===== src/rtl/spi_slave_if.sv =====
// Bus bundle between an SPI master plus its local host and the spi_slave responder.
// The slave modport is the responder's view; the master modport drives the wire and host side.
interface spi_slave_if #(
  parameter int sizeOfData = 8
);
  logic                  SCLK;
  logic                  CS;
  logic                  MOSI;
  logic                  MISO;
  logic                  cpol;
  logic                  cpha;
  logic                  load;
  logic [sizeOfData-1:0] data_write;
  logic [sizeOfData-1:0] data_read;
  logic                  data_valid;
  logic                  frame_error;
  logic                  busy;

  modport slave (
    input  SCLK, CS, MOSI, cpol, cpha, load, data_write,
    output MISO, data_read, data_valid, frame_error, busy
  );

  modport master (
    output SCLK, CS, MOSI, cpol, cpha, load, data_write,
    input  MISO, data_read, data_valid, frame_error, busy
  );
endinterface


===== src/rtl/spi_slave.sv =====
// SPI responder: oversamples SCLK/CS/MOSI on clk, shifts one LSB-first word per CS frame
// in all four CPOL/CPHA modes, and replies with a preloaded word on MISO.
module spi_slave #(
  parameter int sizeOfData = 8,
  parameter int syncStages = 2
) (
  input  logic     clk,
  input  logic     rst,
  spi_slave_if.slave bus
);
  localparam int CNT_W = $clog2(sizeOfData + 1);
  localparam logic [sizeOfData-1:0] ONE = {{(sizeOfData-1){1'b0}}, 1'b1};

  typedef enum logic [1:0] {IDLE, SHIFT, HOLD} state_t;

  state_t                state, state_next;
  logic [syncStages-1:0] sclk_sync, cs_sync, mosi_sync;
  logic                  sclk_s, cs_s, mosi_s;
  logic                  sclk_prev, cs_prev;
  logic [sizeOfData-1:0] tx_shift, rx_shift, rx_next;
  logic [CNT_W-1:0]      bit_cnt;
  logic                  edge_seen, lead, trail, tx_bit;
  logic                  start, sample, drive, done, abort;

  // Stage: input synchronizers plus previous-SCLK register for edge detection
  always_ff @(posedge clk) begin
    sclk_sync <= {sclk_sync[syncStages-2:0], bus.SCLK};
    cs_sync   <= {cs_sync[syncStages-2:0], bus.CS};
    mosi_sync <= {mosi_sync[syncStages-2:0], bus.MOSI};
    sclk_prev <= sclk_s;
  end

  assign sclk_s    = sclk_sync[syncStages-1];
  assign cs_s      = cs_sync[syncStages-1];
  assign mosi_s    = mosi_sync[syncStages-1];
  assign edge_seen = sclk_s != sclk_prev;
  assign lead      = edge_seen && (sclk_s != bus.cpol);
  assign trail     = edge_seen && (sclk_s == bus.cpol);
  assign tx_bit    = |(tx_shift & (ONE << bit_cnt));
  assign rx_next   = rx_shift | ({{(sizeOfData-1){1'b0}}, mosi_s} << bit_cnt);

  always_comb begin
    state_next = state;
    start      = 1'b0;
    sample     = 1'b0;
    drive      = 1'b0;
    done       = 1'b0;
    abort      = 1'b0;
    case (state)
      IDLE: begin
        if (cs_prev && !cs_s) begin
          state_next = SHIFT;
          start      = 1'b1;
        end
      end
      SHIFT: begin
        // CS rising wins over a coincident SCLK edge
        if (cs_s) begin
          abort      = 1'b1;
          state_next = IDLE;
        end else if (bus.cpha ? trail : lead) begin
          sample = 1'b1;
          if (bit_cnt == CNT_W'(sizeOfData - 1)) begin
            done       = 1'b1;
            state_next = HOLD;
          end
        end else if ((bus.cpha ? lead : trail) && (bit_cnt < CNT_W'(sizeOfData))) begin
          drive = 1'b1;
        end
      end
      HOLD: begin
        if (cs_s) state_next = IDLE;
      end
      default: state_next = IDLE;
    endcase
  end

  // Stage: FSM state, shift registers and registered outputs
  always_ff @(posedge clk) begin
    if (rst) begin
      state           <= IDLE;
      cs_prev         <= 1'b0;
      bit_cnt         <= '0;
      tx_shift        <= '0;
      rx_shift        <= '0;
      bus.MISO        <= 1'b0;
      bus.data_read   <= '0;
      bus.data_valid  <= 1'b0;
      bus.frame_error <= 1'b0;
    end else begin
      state           <= state_next;
      cs_prev         <= cs_s;
      bus.data_valid  <= done;
      bus.frame_error <= abort;
      if (state == IDLE && bus.load) tx_shift <= bus.data_write;
      if (start) begin
        bit_cnt  <= '0;
        rx_shift <= '0;
        // A load on the same clk as the CS fall supplies the first reply bit
        bus.MISO <= bus.cpha ? 1'b0 : (bus.load ? bus.data_write[0] : tx_shift[0]);
      end
      if (sample) begin
        rx_shift <= rx_next;
        bit_cnt  <= bit_cnt + 1'b1;
        if (done) bus.data_read <= rx_next;
      end
      if (drive) bus.MISO <= tx_bit;
      if (state_next == IDLE) bus.MISO <= 1'b0;
    end
  end

  assign bus.busy = (state != IDLE);
endmodule

===== src/flat_wrapper.sv =====
// flat-port wrapper written by rule: the top's interface ports become plain ports
module spi_slave_flat 
#(
  parameter int sizeOfData = 8,
  parameter int syncStages = 2
)
  (clk, rst, bus_SCLK, bus_CS, bus_MOSI, bus_cpol, bus_cpha, bus_load, bus_data_write, bus_MISO, bus_data_read, bus_data_valid, bus_frame_error, bus_busy);
  spi_slave_if #(.sizeOfData(sizeOfData)) bus_i ();
  input  logic clk;
  input  logic rst;
  input wire logic [$bits(bus_i.SCLK)-1:0] bus_SCLK;
  input wire logic [$bits(bus_i.CS)-1:0] bus_CS;
  input wire logic [$bits(bus_i.MOSI)-1:0] bus_MOSI;
  input wire logic [$bits(bus_i.cpol)-1:0] bus_cpol;
  input wire logic [$bits(bus_i.cpha)-1:0] bus_cpha;
  input wire logic [$bits(bus_i.load)-1:0] bus_load;
  input wire logic [$bits(bus_i.data_write)-1:0] bus_data_write;
  output wire logic [$bits(bus_i.MISO)-1:0] bus_MISO;
  output wire logic [$bits(bus_i.data_read)-1:0] bus_data_read;
  output wire logic [$bits(bus_i.data_valid)-1:0] bus_data_valid;
  output wire logic [$bits(bus_i.frame_error)-1:0] bus_frame_error;
  output wire logic [$bits(bus_i.busy)-1:0] bus_busy;
  assign bus_i.SCLK = bus_SCLK;
  assign bus_i.CS = bus_CS;
  assign bus_i.MOSI = bus_MOSI;
  assign bus_i.cpol = bus_cpol;
  assign bus_i.cpha = bus_cpha;
  assign bus_i.load = bus_load;
  assign bus_i.data_write = bus_data_write;
  assign bus_MISO = bus_i.MISO;
  assign bus_data_read = bus_i.data_read;
  assign bus_data_valid = bus_i.data_valid;
  assign bus_frame_error = bus_i.frame_error;
  assign bus_busy = bus_i.busy;
  spi_slave #(.sizeOfData(sizeOfData), .syncStages(syncStages)) u_core (.clk(clk), .rst(rst), .bus(bus_i));
endmodule

===== config.mk =====
export PLATFORM = sky130hd
export DESIGN_NAME = spi_slave_flat
export DESIGN_NICKNAME = d
export VERILOG_FILES = /design/src/rtl/spi_slave_if.sv /design/src/rtl/spi_slave.sv /design/src/flat_wrapper.sv
export SDC_FILE = /design/constraint.sdc
export NUM_CORES = 1
export LEC_CHECK = 0
export CAP_MARGIN = 20
export CORE_MARGIN = 2
export CORE_UTILIZATION = 56
export DETAILED_ROUTE_END_ITERATION = 8
export PLACE_DENSITY = 0.82
export REMOVE_ABC_BUFFERS = 1
export SLEW_MARGIN = 40
export SYNTH_ARGS = -nofsm -noshare
export SYNTH_HDL_FRONTEND = slang
export SYNTH_SLANG_ARGS = --single-unit

===== constraint.sdc =====
create_clock -name clk -period 5.87 [get_ports clk]
set_clock_uncertainty 0.1 [all_clocks]
set_input_delay 1.174 -clock clk [delete_from_list [all_inputs] [get_ports clk]]
set_output_delay 1.174 -clock clk [all_outputs]
set_load 0.05 [all_outputs]

==> qor.csv <==
metric;value;unit
outcome;finished, final reports clean;
Finished Layout Cells;249;
synthesized area per cell;9.70;um2
top cell family by delay on the critical path;buffers and inverters;
reg-to-reg endpoint;u_core.bus.MISO$_SDFFE_PP0P_;
Vias;1476;
minimum clock period;3.05;ns
total gr overflow;0;
DR vias/cell;5.93;
final setup margin;2.82;ns
max_slew headroom;53.6;%
YS warnings;0;
max cap viols;0;
Sink Count;41;
die area;3620;um2
Routed WL;3660;um
RR Startpoint;u_core.bit_cnt[0]$_SDFFE_PP0P_;
Sequential Power Share;62.1;%
initial antenna violation count;0;
Final Hold Vio Count;0;
post-layout util;69.5;%
hold buffer count at cts;0;
Initial Utilization;58.3;%
switching share of power;24.1;%
worst hold stages;0;
Buf/Inv on CP;1;
nets;226;
area delta synth->final;19.1;%
post-cts gate resize count;0;
worst slew pin tran;0.693;ns
Post-DP HPWL;2570;um
DR WL/cell;14.7;um
Pwr Density;221;nW/um2
first-pass GRT wire length;6070;um
synth unique cells;38;
CTS tree;built;
Pint;0.354;mW
Logic pwr share;9.6;%
largest net degree at the start of global routing;34;
commonest non-fill, non-tap cells in the layout;dfxtp_1 (41), clkdlybuf4s50_1 (27), nor2_1 (18);
Setup Crit Path Kind;flip-flop to primary output;
CP arrival;1.78;ns
total CTS buffers;5;
# port buffers;27;
CP Cell Sequence;or2_2, clkdlybuf4s50_1;
hold crit path type;flip-flop to flip-flop;
Bufs on Longest Clock Path;2;
endpoint type of the worst setup path;primary output;
post-synthesis cell area;1770;um2
synthesized instance count;182;
Worst R2R Path Depth;6;
WHS Endpoint;u_core.mosi_sync[1]$_DFF_P_;
fin crit share;52.0;%
CP required;4.60;ns
Crit path largest cell delay;0.80;ns
GP Congestion;0.853;
Tot Pwr;0.466;mW
Placed Cells;241;
final setup TNS;0;ns
worst-skew pair later-pin latency;0.35;ns
Psw;0.112;mW
DR iter-0 viols;76;
upper clock frequency limit;328;MHz
Die H;60.1;um
Worst R2R Setup Slack;3.78;ns
crit path max-delay cell type;clkdlybuf4s50_1;
most common cell after layout, fill and taps aside;dfxtp_1;
Rows;20;
Post-CTS Setup Inserts;0;
# IOs;28;
Pre-Repair DR Iteration Count;4;
synthesis-stage register bit count;41;
diode count;0;
GRT Total Usage;22.7;%
Root Driver;clkbuf_4;
Final Setup Violations;0;
fin. max-slew vios;0;
crit-path max FO;8;
Routed Antenna Nets;0;
die width;60.1;um
Clock power frac;28.3;%
Peak VDD IR;0.181;mV
ratio of cells with drive above 1 in the final layout;6.34;%
Setup WS pre-CTS;2.61;ns
RSZ-0062 raised after global routing;false;
hold_sp;u_core.mosi_sync[0]$_DFF_P_;
DRC Markers;0;
H-Tree Depth;2;
sequential area share after synthesis;46.5;%
vias in the first global route;1465;
Leakage;0.769;nW
Core ar.;3030;um2
CP Launch Type;flip-flop;
Worst-path clk slew;0.10;ns
## how the worst max path moves through the flow
| stage | from | end | slack (ns) | cells after the start |
|---|---|---|---|---|
| floorplan | bus_cpol | u_core.bus.data_read[5]$_SDFFE_PP0P_ | 3.19 | 4 |
| global placement | bus_cpha | u_core.bus.data_read[5]$_SDFFE_PP0P_ | 2.53 | 5 |
| detailed placement | bus_cpha | u_core.bus.data_read[5]$_SDFFE_PP0P_ | 2.61 | 5 |
| CTS | u_core.state[1]$_SDFF_PP0_ | bus_busy | 2.80 | 2 |
| global route | u_core.state[1]$_SDFF_PP0_ | bus_busy | 2.74 | 2 |
| finish | u_core.state[1]$_SDFF_PP0_ | bus_busy | 2.82 | 2 |
## power by group through the flow
stage	clock network, mW	registers [mW]	logic, mW
finish	0.132	0.289	0.0448
global route	0.146	0.290	0.0489
CTS	0.136	0.289	0.0450
detailed placement	0	0.296	0.0446
global placement	0	0.296	0.0419
floorplan	0	0.295	0.0233
## state kept, by name, summed over array words and instances, names as in the netlist
name,cells
u_core.cs_prev,1
u_core.bit_cnt,4
u_core.tx_shift,8
u_core.sclk_prev,1
u_core.bus.data_valid,1
u_core.bus.data_read,8
u_core.sclk_sync,2
u_core.cs_sync,2
u_core.bus.MISO,1
u_core.rx_shift,8
u_core.mosi_sync,2
u_core.bus.frame_error,1
u_core.state,2
## final cells by class
type / count / area (um2)
fill: 237 / 925
multi-input combinational: 123 / 882
sequential: 41 / 821
timing repair buffer: 28 / 278
tap: 44 / 55.1
clock buffer: 8 / 48.8
inverter: 5 / 18.8
## layer usage
| metal | wire length, um | share of wire (%) | GRT usage [%] |
|---|---|---|---|
| met1 | 1520 | 42 | 24.4 |
| met2 | 1860 | 51 | 39.6 |
| met3 | 183 | 5.0 | 4.98 |
| met4 | 90 | 2.5 | 14.3 |
| met5 | 0 | 0 | 0 |
## cells by family after synthesis
| group | count (synthesis) | share of synthesized area, % |
|---|---|---|
| buffers and inverters | 18 | 4.18 |
| multiplexers | 11 | 6.73 |
| adder cells (fa/ha/maj) | 6 | 4.25 |
| AND/OR/NAND/NOR | 61 | 18.1 |
| flip-flops | 41 | 46.5 |
| AO/OA/AOI/OAI | 43 | 19.3 |
| XOR/XNOR | 2 | 0.992 |
## synthesized netlist by cell type (all sizes together)
cell type  count  share of area, %
or2            1              0.35
a41o           4               2.3
nor4           7               2.5
or3            2              0.71
a31oi          8               2.8
dfxtp         41                46
clkbuf         9               2.0
nand3          4               1.1
o211ai         4               1.7
a2111oi        1              0.50
nand3b         1              0.43
or4b           1              0.57
nand2b         5               1.8
a311oi         1              0.50
nor3          10               2.8
a21oi          4               1.1
mux2           1              0.85
nor3b          1              0.43
o21ai          2              0.57
a222oi         3               1.7
nand2          3              0.64
a32oi          8               4.0
buf            4               1.1
a221oi         2              0.99
mux2i         10               5.9
inv            5               1.1
and2           2              0.71
a211oi         4               2.3
and2b          1              0.43
nor2b          4               1.4
xnor2          2              0.99
ha             6               4.3
nor2          19               4.2
a21o           2              0.85
## per-stage QoR
step | hold slack, ns | area, um2
after detailed placement | 0.218 | 2050
after global routing | 0.249 | 2100
after global placement | 0.210 | 2040
after floorplan | 0.210 | 1710
after CTS | 0.243 | 2100
final | 0.238 | 2100
Note: power is estimated with default switching activity, not from simulation.
==> RTL change 1 (same settings) <==
One comparison of `bit_cnt` changes from == to >=.
--- a/src/rtl/spi_slave.sv
+++ b/src/rtl/spi_slave.sv
@@ -61,5 +61,5 @@
         end else if (bus.cpha ? trail : lead) begin
           sample = 1'b1;
-          if (bit_cnt == CNT_W'(sizeOfData - 1)) begin
+          if (bit_cnt >= CNT_W'(sizeOfData - 1)) begin
             done       = 1'b1;
             state_next = HOLD;
Behaviour: same outputs for any inputs over 10 cycles, from zero or initial values and one cycle with rst high; that may be too few to reach the edited logic, so the function may still have changed.
==> RTL change 1 against the original RTL <==
  * Via count increased by 1.2%
  * Final area is 0.65% higher
  * Area after synthesis shrank 0.71%
  * Sequential cell count did not move
  * Register-to-register slack better by 0.06 ns
  * Worst setup slack got worse by 0.063 ns
  * Power grew 13%
  * Critical path depth did not move
  * Wire length is 8.9% higher
  * Hold slack got worse by 0.0031 ns
  * Utilization is 1.0 points higher
  * Clock power up 46%
  * Largest power group unchanged
  * Highest routed layer unchanged
==> RTL change 1: results (changes against the original RTL) <==
----------------------------------------------------
[Global routing]
  Number of antenna violations at the first check in global routing ... 0 (unchanged)
  Wire length of the first global-routing pass ... 6510 um (was 6070 um)
  Pin count of the biggest net entering global routing ... 34 (unchanged)
  Global-route usage over all layers ... 24.4% (was 22.7%)
  Number of global-route vias before repair ... 1481 (was 1465)

[Route]
  1st-pass router iterations ... 4 (unchanged)
  DR vias/cell ... 6.25 (was 5.93)
  Number of DRC markers in iteration 0 ... 71 (was 76)
  Avg WL per Cell ... 16.7 um (was 14.7 um)

[Clock network]
  Bufs on Longest Clock Path ... 2 (unchanged)
  Depth of the CTS H-tree ... 2 (unchanged)
  Cell at the root of the clock tree ... clkbuf_4 (unchanged)
  Clock-pin slew on the worst setup and hold paths ... 0.12 ns (was 0.10 ns)
  Clock latency reported for the late side of the worst-skew pair ... 0.35 ns (about the same)
  CTS-repair resized insts ... 0 (unchanged)

[Critical path]
  Startpoint of the most critical setup path ... u_core.state[1] (unchanged)
  Data arrival, critical path ... 1.84 ns (was 1.78 ns)
  CP Capture Point ... bus_busy (unchanged)
  Reg2reg setup slack ... 3.84 ns (was 3.78 ns)
  Maximum fanout along the worst path ... 7 (was 8)
  Path depth of the worst reg2reg path ... 6 (unchanged)

[Synthesis]
  Syn Area/Cell ... 9.48 um2 (was 9.70 um2)
  Post-synthesis async set-or-reset flop share ... 0% (unchanged)
  Prevailing post-synth register cell ... dfxtp_1 (unchanged)
  Leading cell types by total area after synthesis ... dfxtp_1 (47%), mux2i_1 (5.7%), nor2_1 (4.5%) (was dfxtp_1 (46%), mux2i_1 (5.1%), ha_1 (4.3%))
  Distinct cell type count of the synthesized netlist ... 39 (was 38)
  Part of the Yosys area used for sequential elements ... 46.8% (was 46.5%)
  Most frequent cells after synthesis ... dfxtp_1 (41), nor2_1 (21), clkbuf_1 (14) (was dfxtp_1 (41), nor2_1 (18), nor3_1 (10))

[Placed design]
  Placer's final routability congestion estimate ... 0.848 (was 0.853)
  Standard cell area after detailed placement ... 0.00202 mm2 (was 0.00205 mm2)
  HPWL after detailed placement ... 2630 um (was 2570 um)
  Number of buffers inserted by port buffering ... 27 (unchanged)

[Status]
  Result of the run ... completed (unchanged)

[Worst hold path]
  Min-Delay Startpoint ... u_core.mosi_sync[0] (unchanged)
  Min-delay worst type ... reg2reg (unchanged)

[Layout]
  Post-layout nets ... 227 (was 226)
  Share of post-route cells with drive strength above 1 ... 9.71% (was 6.34%)
  Number of diodes added for antenna fixing ... 0 (unchanged)
  Post-route non-filler standard cell count ... 239 (was 249)
  Biggest regs ... u_core.bus.data_read x8, u_core.rx_shift x8, u_core.tx_shift x8 (unchanged)

[STA]
  Tightest Pin Transition ... 0.744 ns (was 0.693 ns)

[Pwr]
  Peak VDD IR ... 0.203 mV (was 0.181 mV)
  Static Leakage ... 0.771 nW (was 0.769 nW)

----------------------------------------------------
==> RTL change 1: changes by cell type after synthesis, sizes merged, moves of 2 or more <==
cell,change
buf,-2
and2,-2
nor2,+3
nor2b,-3
nand2b,-2
nand4,+2
nor3b,+3
clkbuf,+5
a41o,-4
a31o,+4
a211oi,-2
a21oi,+2
==> RTL change 1: critical path, cell delays in order, from the launching register on <==
cell	delay, ns
dfxtp_1	0.48
or2_2	0.20
clkdlybuf4s50_1	0.81
==> RTL change 1: power breakdown <==
part / switching, W / total (W) / internal [W]
Clock: 0.0000916 / 0.000193 / 0.000101
Combinational: 0.0000244 / 0.0000449 / 0.0000206
Sequential: 0.00000439 / 0.000289 / 0.000285
==> RTL change 1: logic make-up (layout without fill, tap and decap cells) <==
logic type | Yosys count | after routing | share of synthesized area [%]
XOR/XNOR | 1 | 1 | 0.500
AO/OA/AOI/OAI | 43 | 43 | 18.1
buffers and inverters | 21 | 42 | 4.57
AND/OR/NAND/NOR | 61 | 61 | 18.6
flip-flops | 41 | 41 | 46.8
adder cells (fa/ha/maj) | 6 | 6 | 4.28
multiplexers | 12 | 12 | 7.21
==> RTL change 1: routing by layer <==
metal	track usage, %	up-vias	part of all wire, %
li1	-	735	-
met1	29.0	705	43
met2	39.9	44	50
met5	0	-	0
met3	6.93	9	4.9
met4	12.7	0	1.7
==> RTL change 1: layout make-up <==
class                      instances  area (um2)
inverter                           5        18.8
tap                               33        41.3
sequential                        41         821
timing repair buffer              29         284
multi-input combinational        123         863
clock buffer                       6        51.3
fill                             245         886
clock inverter                     2        37.5
==> RTL change 1: how the worst min path moves through the flow <==
stage / endpoint / cells after the start / slack (ns)
2_1_floorplan: u_core.cs_sync[1] / 0 / 0.21
3_3_place_gp: u_core.sclk_sync[1] / 0 / 0.21
3_5_place_dp: u_core.sclk_sync[1] / 0 / 0.21
4_1_cts: u_core.mosi_sync[1] / 0 / 0.24
5_1_grt: u_core.mosi_sync[1] / 0 / 0.24
6_report: u_core.mosi_sync[1] / 0 / 0.24
==> RTL change 1: metrics by stage <==
| stage | util [%] | setup WS [ns] |
|---|---|---|
| final | 70.5 | 2.75 |
| after CTS | 70.1 | 2.74 |
| after floorplan | - | 3.01 |
| after detailed placement | 67.2 | 2.71 |
| after global placement | 67.1 | 2.73 |
| after global routing | 70.5 | 2.69 |
==> RTL change 2 (config.mk and constraints unchanged) <==
Without the edit above. `sizeOfData` is set to 8 in 3 places; all go to 16.
--- a/src/rtl/spi_slave_if.sv
+++ b/src/rtl/spi_slave_if.sv
@@ -2,5 +2,5 @@
 // The slave modport is the responder's view; the master modport drives the wire and host side.
 interface spi_slave_if #(
-  parameter int sizeOfData = 8
+  parameter int sizeOfData = 16
 );
   logic                  SCLK;
--- a/src/rtl/spi_slave.sv
+++ b/src/rtl/spi_slave.sv
@@ -2,5 +2,5 @@
 // in all four CPOL/CPHA modes, and replies with a preloaded word on MISO.
 module spi_slave #(
-  parameter int sizeOfData = 8,
+  parameter int sizeOfData = 16,
   parameter int syncStages = 2
 ) (
--- a/src/flat_wrapper.sv
+++ b/src/flat_wrapper.sv
@@ -2,5 +2,5 @@
 module spi_slave_flat 
 #(
-  parameter int sizeOfData = 8,
+  parameter int sizeOfData = 16,
   parameter int syncStages = 2
 )
Interface: changed (resized bus_data_read and bus_data_write); port bits go from 28 to 44. The function was not compared with the original's and may differ.
==> RTL change 2 against the original RTL <==
  * Non-clock buffer count up 16
  * Register-to-register slack worse by 0.11 ns
  * Final area up 63%
  * Wire length up 54%
  * Worst setup slack better by 0.0019 ns
  * Die area up 53%
  * Hold slack worse by 0.0081 ns
  * Power up 100%
  * Area after synthesis up 58%
  * Count of clock-buffer cells in the layout up 1
  * Fmax about the same
  * Sequential cell count up 25
  * Largest power group unchanged
==> RTL change 2: results (changes against the original RTL) <==
----------------------------------------------------
[Placed design]
  Placement Setup Slack ... 2.64 ns (was 2.61 ns)
  HPWL after detailed placement ... 3640 um (was 2570 um)
  Standard cell area after detailed placement ... 0.00320 mm2 (was 0.00205 mm2)
  Number of buffers inserted by port buffering ... 43 (was 27)
  Placer's final routability congestion estimate ... 0.774 (was 0.853)

[Route]
  Via count of the routed design ... 2271 (was 1476)
  Number of DRC markers in iteration 0 ... 151 (was 76)
  Total wire length ... 5610 um (was 3660 um)
  Sum of routed wire segments on met1 ... 2640 um (was 1520 um)
  Met3 wirelength from detailed routing ... 208 um (was 183 um)

[Global routing]
  Wire length of the first global-routing pass ... 9490 um (was 6070 um)
  Global-route usage over all layers ... 22.2% (was 22.7%)
  Met3 Use GR ... 6.23% (was 4.98%)
  Pin count of the biggest net entering global routing ... 59 (was 34)

[Status]
  Result of the run ... completed (unchanged)

[Synthesis]
  Distinct cell type count of the synthesized netlist ... 41 (was 38)
  Synth Area in Adders ... 3.15% (was 4.25%)
  Most frequent cells after synthesis ... dfxtp_1 (66), nor2_1 (43), nand2_1 (37) (was dfxtp_1 (41), nor2_1 (18), nor3_1 (10))
  Parity-gate share of the synthesized area counting xor and xnor cells ... 0.629% (was 0.992%)
  Leading cell types by total area after synthesis ... dfxtp_1 (47%), a211oi_2 (6.3%), a21oi_1 (6.1%) (was dfxtp_1 (46%), mux2i_1 (5.1%), ha_1 (4.3%))
  Flip-flop and latch count after synthesis ... 66 (was 41)
  Part of the Yosys area used for sequential elements ... 47.5% (was 46.5%)
  Multiplexer share of the synthesized area ... 2.74% (was 6.73%)
  Compound-Gate Fraction of Synth Area ... 21.3% (was 19.3%)
  Post-synthesis instance area ... 0.00278 mm2 (was 0.00177 mm2)

[Layout]
  Proportion of cell area occupied by registers ... 38.6% (was 39.0%)
  Number of logic inverters in the finished layout ... 9 (was 5)
  Signal buffers share of area ... 12.7% (was 13.2%)
  Fillers ... 385 (was 237)
  Share of post-route cells with drive strength above 1 ... 12.8% (was 6.34%)
  FF+latch area ... 0.00132 mm2 (was 821 um2)
  Final-layout clock-cell area share ... 6.58% (was 2.32%)
  Multi-input gate share of the layout cell area ... 38.7% (was 41.9%)
  Multi-Input Combinational ... 208 (was 123)

[Clock network]
  CTS buffer count ... 9 (was 5)
  Clock-pin slew on the worst setup and hold paths ... 0.07 ns (was 0.10 ns)

[Critical path]
  Maximum fanout along the worst path ... 7 (was 8)

[STA]
  Headroom to the max-slew limit ... 46.1% (was 53.6%)

----------------------------------------------------
==> RTL change 2: power groups by stage <==
stage	registers (W)	clock network (W)	logic, W
global route	0.000464	0.000453	0.0000578
floorplan	0.000472	0	0.0000238
CTS	0.000463	0.000434	0.0000527
global placement	0.000473	0	0.0000512
finish	0.000463	0.000428	0.0000524
detailed placement	0.000473	0	0.0000522
==> RTL change 2: metrics by stage <==
step	instances	power, W
2_1_floorplan	283	0.000496
3_3_place_gp	394	0.000524
3_5_place_dp	394	0.000526
4_1_cts	410	0.000949
5_1_grt	410	0.000975
6_report	410	0.000943
==> RTL change 2: final timing paths <==
path	from	end	slack, ns	cells after the start
setup reg to reg	u_core.bit_cnt[1]	u_core.bus.data_read[6]	3.67	8
hold / removal	u_core.cs_sync[0]	u_core.cs_sync[1]	0.23	0
hold reg to reg	u_core.cs_sync[0]	u_core.cs_sync[1]	0.23	0
setup / recovery	u_core.state[1]	bus_busy	2.82	3
